$ cat config.mk
export PLATFORM = sky130hd
export DESIGN_NAME = asymmetric_fifo
export DESIGN_NICKNAME = d
export VERILOG_FILES = /design/src/rtl/asymmetric_fifo.sv
export SDC_FILE = /design/constraint.sdc
export NUM_CORES = 2
export LEC_CHECK = 0
export CAP_MARGIN = 0
export CORE_MARGIN = 3
export CORE_UTILIZATION = 43
export CTS_CLUSTER_DIAMETER = 200
export DETAILED_ROUTE_END_ITERATION = 6
export PLACE_DENSITY = 0.58
export SYNTH_ARGS = -nofsm -noshare
export SYNTH_HDL_FRONTEND = slang
export SYNTH_HIERARCHICAL = 1
export SYNTH_SLANG_ARGS = --single-unit
$ cat constraint.sdc
create_clock -name clk -period 5.7 [get_ports clk]
set_input_delay 1.14 -clock clk [delete_from_list [all_inputs] [get_ports clk]]
set_output_delay 1.14 -clock clk [all_outputs]
set_load 0.01 [all_outputs]
$ cat src/rtl/asymmetric_fifo.sv
// Width-converting FIFO: wide words in, narrow slices out (slice 0 first),
// built on a distributed RAM with one wide write port and one narrow read port.

module asymmetric_distributed_ram #(
    parameter int WIDTH_IN  = 64,
    parameter int WIDTH_OUT = 8,
    parameter int DEPTH_IN  = 32
) (
    input  logic                                            clk,
    input  logic                                            we,
    input  logic [$clog2(DEPTH_IN)-1:0]                     addr_a,
    input  logic [WIDTH_IN-1:0]                             din,
    input  logic [$clog2(DEPTH_IN*(WIDTH_IN/WIDTH_OUT))-1:0] addr_b,
    output logic [WIDTH_OUT-1:0]                            dout
);
    localparam int RATIO      = WIDTH_IN / WIDTH_OUT;
    localparam int LOG2_RATIO = $clog2(RATIO);
    localparam int DEPTH_OUT  = DEPTH_IN * RATIO;
    localparam int BW         = $clog2(DEPTH_OUT);

    logic [WIDTH_OUT-1:0] mem [DEPTH_OUT];
    logic [BW-1:0]        base;

    // Slice k of a wide word lands at narrow address {addr_a, k}.
    assign base = BW'(addr_a) << LOG2_RATIO;

    always_ff @(posedge clk) begin
        if (we) begin
            for (int k = 0; k < RATIO; k++) begin
                mem[base + BW'(k)] <= din[k*WIDTH_OUT +: WIDTH_OUT];
            end
        end
    end

    assign dout = mem[addr_b];
endmodule

module asymmetric_fifo #(
    parameter int WIDTH_IN  = 64,
    parameter int WIDTH_OUT = 8,
    parameter int DEPTH_IN  = 32
) (
    input  logic                                          clk,
    input  logic                                          rst,
    input  logic                                          clear,
    input  logic                                          in_valid,
    output logic                                          in_ready,
    input  logic [WIDTH_IN-1:0]                           in,
    output logic                                          out_valid,
    input  logic                                          out_ready,
    output logic [WIDTH_OUT-1:0]                          out,
    output logic [$clog2(DEPTH_IN*(WIDTH_IN/WIDTH_OUT)):0] level
);
    localparam int RATIO      = WIDTH_IN / WIDTH_OUT;
    localparam int LOG2_RATIO = $clog2(RATIO);
    localparam int DEPTH_OUT  = DEPTH_IN * RATIO;
    localparam int AW         = $clog2(DEPTH_IN);
    localparam int BW         = $clog2(DEPTH_OUT);

    logic [AW:0]          wr_ptr;
    logic [BW:0]          rd_ptr;
    logic                 we;
    logic                 fetch;
    logic [WIDTH_OUT-1:0] ram_dout;

    // Occupancy in narrow units; the wrap bits keep full and empty distinct.
    assign level    = ((BW+1)'(wr_ptr) << LOG2_RATIO) - rd_ptr;
    assign in_ready = (level <= (BW+1)'(DEPTH_OUT - RATIO));
    assign we       = in_valid && in_ready && !clear;
    assign fetch    = (level != '0) && (!out_valid || out_ready);

    asymmetric_distributed_ram #(
        .WIDTH_IN (WIDTH_IN),
        .WIDTH_OUT(WIDTH_OUT),
        .DEPTH_IN (DEPTH_IN)
    ) u_ram (
        .clk   (clk),
        .we    (we),
        .addr_a(wr_ptr[AW-1:0]),
        .din   (in),
        .addr_b(rd_ptr[BW-1:0]),
        .dout  (ram_dout)
    );

    always_ff @(posedge clk or posedge rst) begin
        if (rst) begin
            wr_ptr    <= '0;
            rd_ptr    <= '0;
            out_valid <= 1'b0;
            out       <= '0;
        end else if (clear) begin
            // Flush leaves the RAM and the stale out register untouched.
            wr_ptr    <= '0;
            rd_ptr    <= '0;
            out_valid <= 1'b0;
        end else begin
            if (we) begin
                wr_ptr <= wr_ptr + (AW+1)'(1);
            end
            if (fetch) begin
                out       <= ram_dout;
                out_valid <= 1'b1;
                rd_ptr    <= rd_ptr + (BW+1)'(1);
            end else if (out_ready) begin
                out_valid <= 1'b0;
            end
        end
    end
endmodule

==> impl_metrics.tcl <==
set metrics [dict create \
    layout-drive-gt1-share_pct 23.27 \
    postSynth.asyncResetShare_pct 1.158 \
    synth.yosys.seq_area_share_pct 77.20 \
    met2_usage_pct 35.98 \
    via_per_inst 6.083 \
    postSynthNetCount 3691 \
    areaGrowthSynthToFinish_pct 13.24 \
    synth_area_leader_cell "sky130_fd_sc_hd__edfxtp_1" \
    ys_types 73 \
    highest_count_cells_in_the_layout_ignoring_fill_and_taps "sky130_fd_sc_hd__edfxtp_1 (2048), sky130_fd_sc_hd__mux4_2 (357), sky130_fd_sc_hd__clkbuf_16 (205)" \
    design.core.area_um2 185600 \
    first_pass_grt_wire_length_um 306100 \
    power_leakage_nw 28.13 \
    power_density_nw_per_um2 376.8 \
    grt.met3_usage_pct 3.716 \
    post_route_skew_ns 0.02300 \
    grt_max_degree 112 \
    outcome "complete, no violations" \
    worstSetupPathType "register to output pin" \
    detailedRoute.firstPassIterationCount 5 \
    cts_hold_buf 0 \
    worst_ep_arrival_time_ns 3.88 \
    hold_ws_ns 0.5823 \
    route.detailed.drc 0 \
    use_met1_pct 32.78 \
    floorplan.die.width_um 438.5 \
    first_iter_violations 5144 \
    clock_latency_of_the_later_clocked_register_in_the_worst_skew_pair_ns 0.84 \
    globalRouteOverflowTotal 0 \
    htree_levels 4 \
    setup_viol 0 \
    report.final.hold_viol_count 0 \
    synth_enable_flop_cells 2048 \
    final_common_cell "sky130_fd_sc_hd__edfxtp_1" \
    critPathMaxFanout 15 \
    synth_top_flop_cell "sky130_fd_sc_hd__edfxtp_1" \
    path_clk_slew_ns 0.06 \
    routedWlPerCell_um 33.28 \
    max_clock_freq_mhz 199.2 \
    design.portCount 88 \
    cts_tree "done" \
    required_ns 4.56 \
    ys_ff_latch 2072 \
    place.port_buffers 87 \
    irDropWorstVdd_mv 0.3597 \
    finalCoreUtilization_pct 49.07 \
    critical_path.startpoint_type "register" \
    row_count 158 \
    clock_sinks 2072 \
    tightest_slew_ns 1.308 \
    synth_top_area_share_pct 76.45 \
    track_usage_pct 22.58 \
    mappedNetlistArea_um2 80440 \
    gpl.final_weighted_congestion 0.8103 \
    post-cts-setup-buffer-count 0 \
    initial_core_util_pct 43.33 \
    die_y_um 438.5 \
    drtAntennaViolNets 0 \
    worstSetupEndpointType "output pin" \
    tritoncts.num_buffers 202 \
    vias_in_the_first_global_route 39910 \
    route.final.wire_length_um 217400 \
    final.setup.tns_ns 0 \
    ys_warn_count 6 \
    min_period_ns 5.020 \
    nNetsFinal 3952 \
    slew_violations 0 \
    routed-via-count 39730 \
    busiest_layer "met2" \
    die_area_um2 192300 \
    timing.max_slew.rel_slack_pct 12.81 \
    preCtsSetupSlack_ns 1.110 \
    yosys-top-cells-area "sky130_fd_sc_hd__edfxtp_1 (76%), sky130_fd_sc_hd__mux4_2 (10%), sky130_fd_sc_hd__mux4_1 (2.8%)" \
    cap_viol_max_count 0 \
    layout_worst_path_cycle_share_pct 88.07 \
    ctsResizeCount 0 \
    hpwl_um 115200 \
    netlist_instances 3614 \
    antenna_found_initial 16 \
    grt_setup_unrepaired "false" \
    postSynthAreaPerCell_um2 22.26 \
    max-clock-path-buffers 3 \
    setup_ws_ns 0.6803 \
    worst_hold_path_type "register to register" \
    root_buffer "sky130_fd_sc_hd__clkbuf_16" \
]
[synth_stat cells, drive strengths merged, types with 10 or more instances]
cell	count
edfxtp	2048
mux4	444
mux2i	157
buf	134
a22oi	108
a21oi	84
nor2	72
o21ai	67
clkbuf	63
o22ai	44
nand2	41
o221ai	38
nor3	32
a221oi	28
dfrtp	24
mux2	23
nor4	22
a22o	21
inv	18
nand3	16
a211oi	13
nand2b	13
nor2b	11
or3	10
[power breakdown]
group          internal [mW]  switching (mW)
sequential              16.9           0.141
combinational           1.87            2.41
clock                   7.36            5.65
[metrics by stage]
step	area, um2	cells	power (mW)
floorplan	80440	3614	20.27
global placement	84610	6151	21.68
detailed placement	84610	6151	21.69
CTS	91070	6524	34.63
global route	91070	6524	35.41
finish	91090	6531	34.33
[worst max-delay path: stages (launching register included)]
cell                              delay (ns)
sky130_fd_sc_hd__dfrtp_2                0.64
sky130_fd_sc_hd__inv_1                  0.21
sky130_fd_sc_hd__ha_1                   0.41
sky130_fd_sc_hd__and4_1                 0.25
sky130_fd_sc_hd__and3_1                 0.19
sky130_fd_sc_hd__a211oi_2               0.30
sky130_fd_sc_hd__and4_1                 0.46
sky130_fd_sc_hd__nor2_1                 0.10
sky130_fd_sc_hd__clkdlybuf4s50_1        0.49
[final cells by class]
type,instances,area (um2)
Antenna cell,7,17.52
Clock buffer,264,5512
Clock inverter,109,953.4
Fill cell,14790,94540
Inverter,18,67.56
Multi-Input combinational cell,1327,16990
Sequential cell,2072,62120
Tap cell,2480,3103
Timing Repair Buffer,254,2330
[registers in the layout, summed over array words and instances (netlist names)]
signal,flops
out,8
rd_ptr,9
wr_ptr,6
u_ram/mem,2048
out_valid,1
[path summary, 6_finish.rpt]
check	from	to	slack [ns]	cells after the start
min in group asynchronous	rst	out_valid	0.75	3
setup reg to reg	rd_ptr[3]	u_ram/mem[247][6]	1.06	12
hold / removal	rd_ptr[8]	rd_ptr[8]	0.58	2
hold reg to reg	rd_ptr[8]	rd_ptr[8]	0.58	2
max in group asynchronous	rst	rd_ptr[4]	4.52	3
setup / recovery	rd_ptr[3]	in_ready	0.68	8
[logic make-up (layout without fill, tap and decap cells)]
group | after synthesis | count (layout) | share of synthesized area (%)
XOR/XNOR | 10 | 10 | 0.1182
AO/OA/AOI/OAI | 428 | 428 | 3.685
flip-flops | 2072 | 2072 | 77.20
multiplexers | 624 | 624 | 15.15
other | 0 | 7 | 0
adder cells (fa/ha/maj) | 8 | 8 | 0.1244
buffers and inverters | 215 | 645 | 2.059
AND/OR/NAND/NOR | 257 | 257 | 1.661
[per-layer routing]
layer	part of all wire [%]	wire (um)
met1	42	91440
met2	48	104300
met3	8.0	17370
met4	2.0	4252
met5	0.0069	15
(Power assumes the default switching activity.)
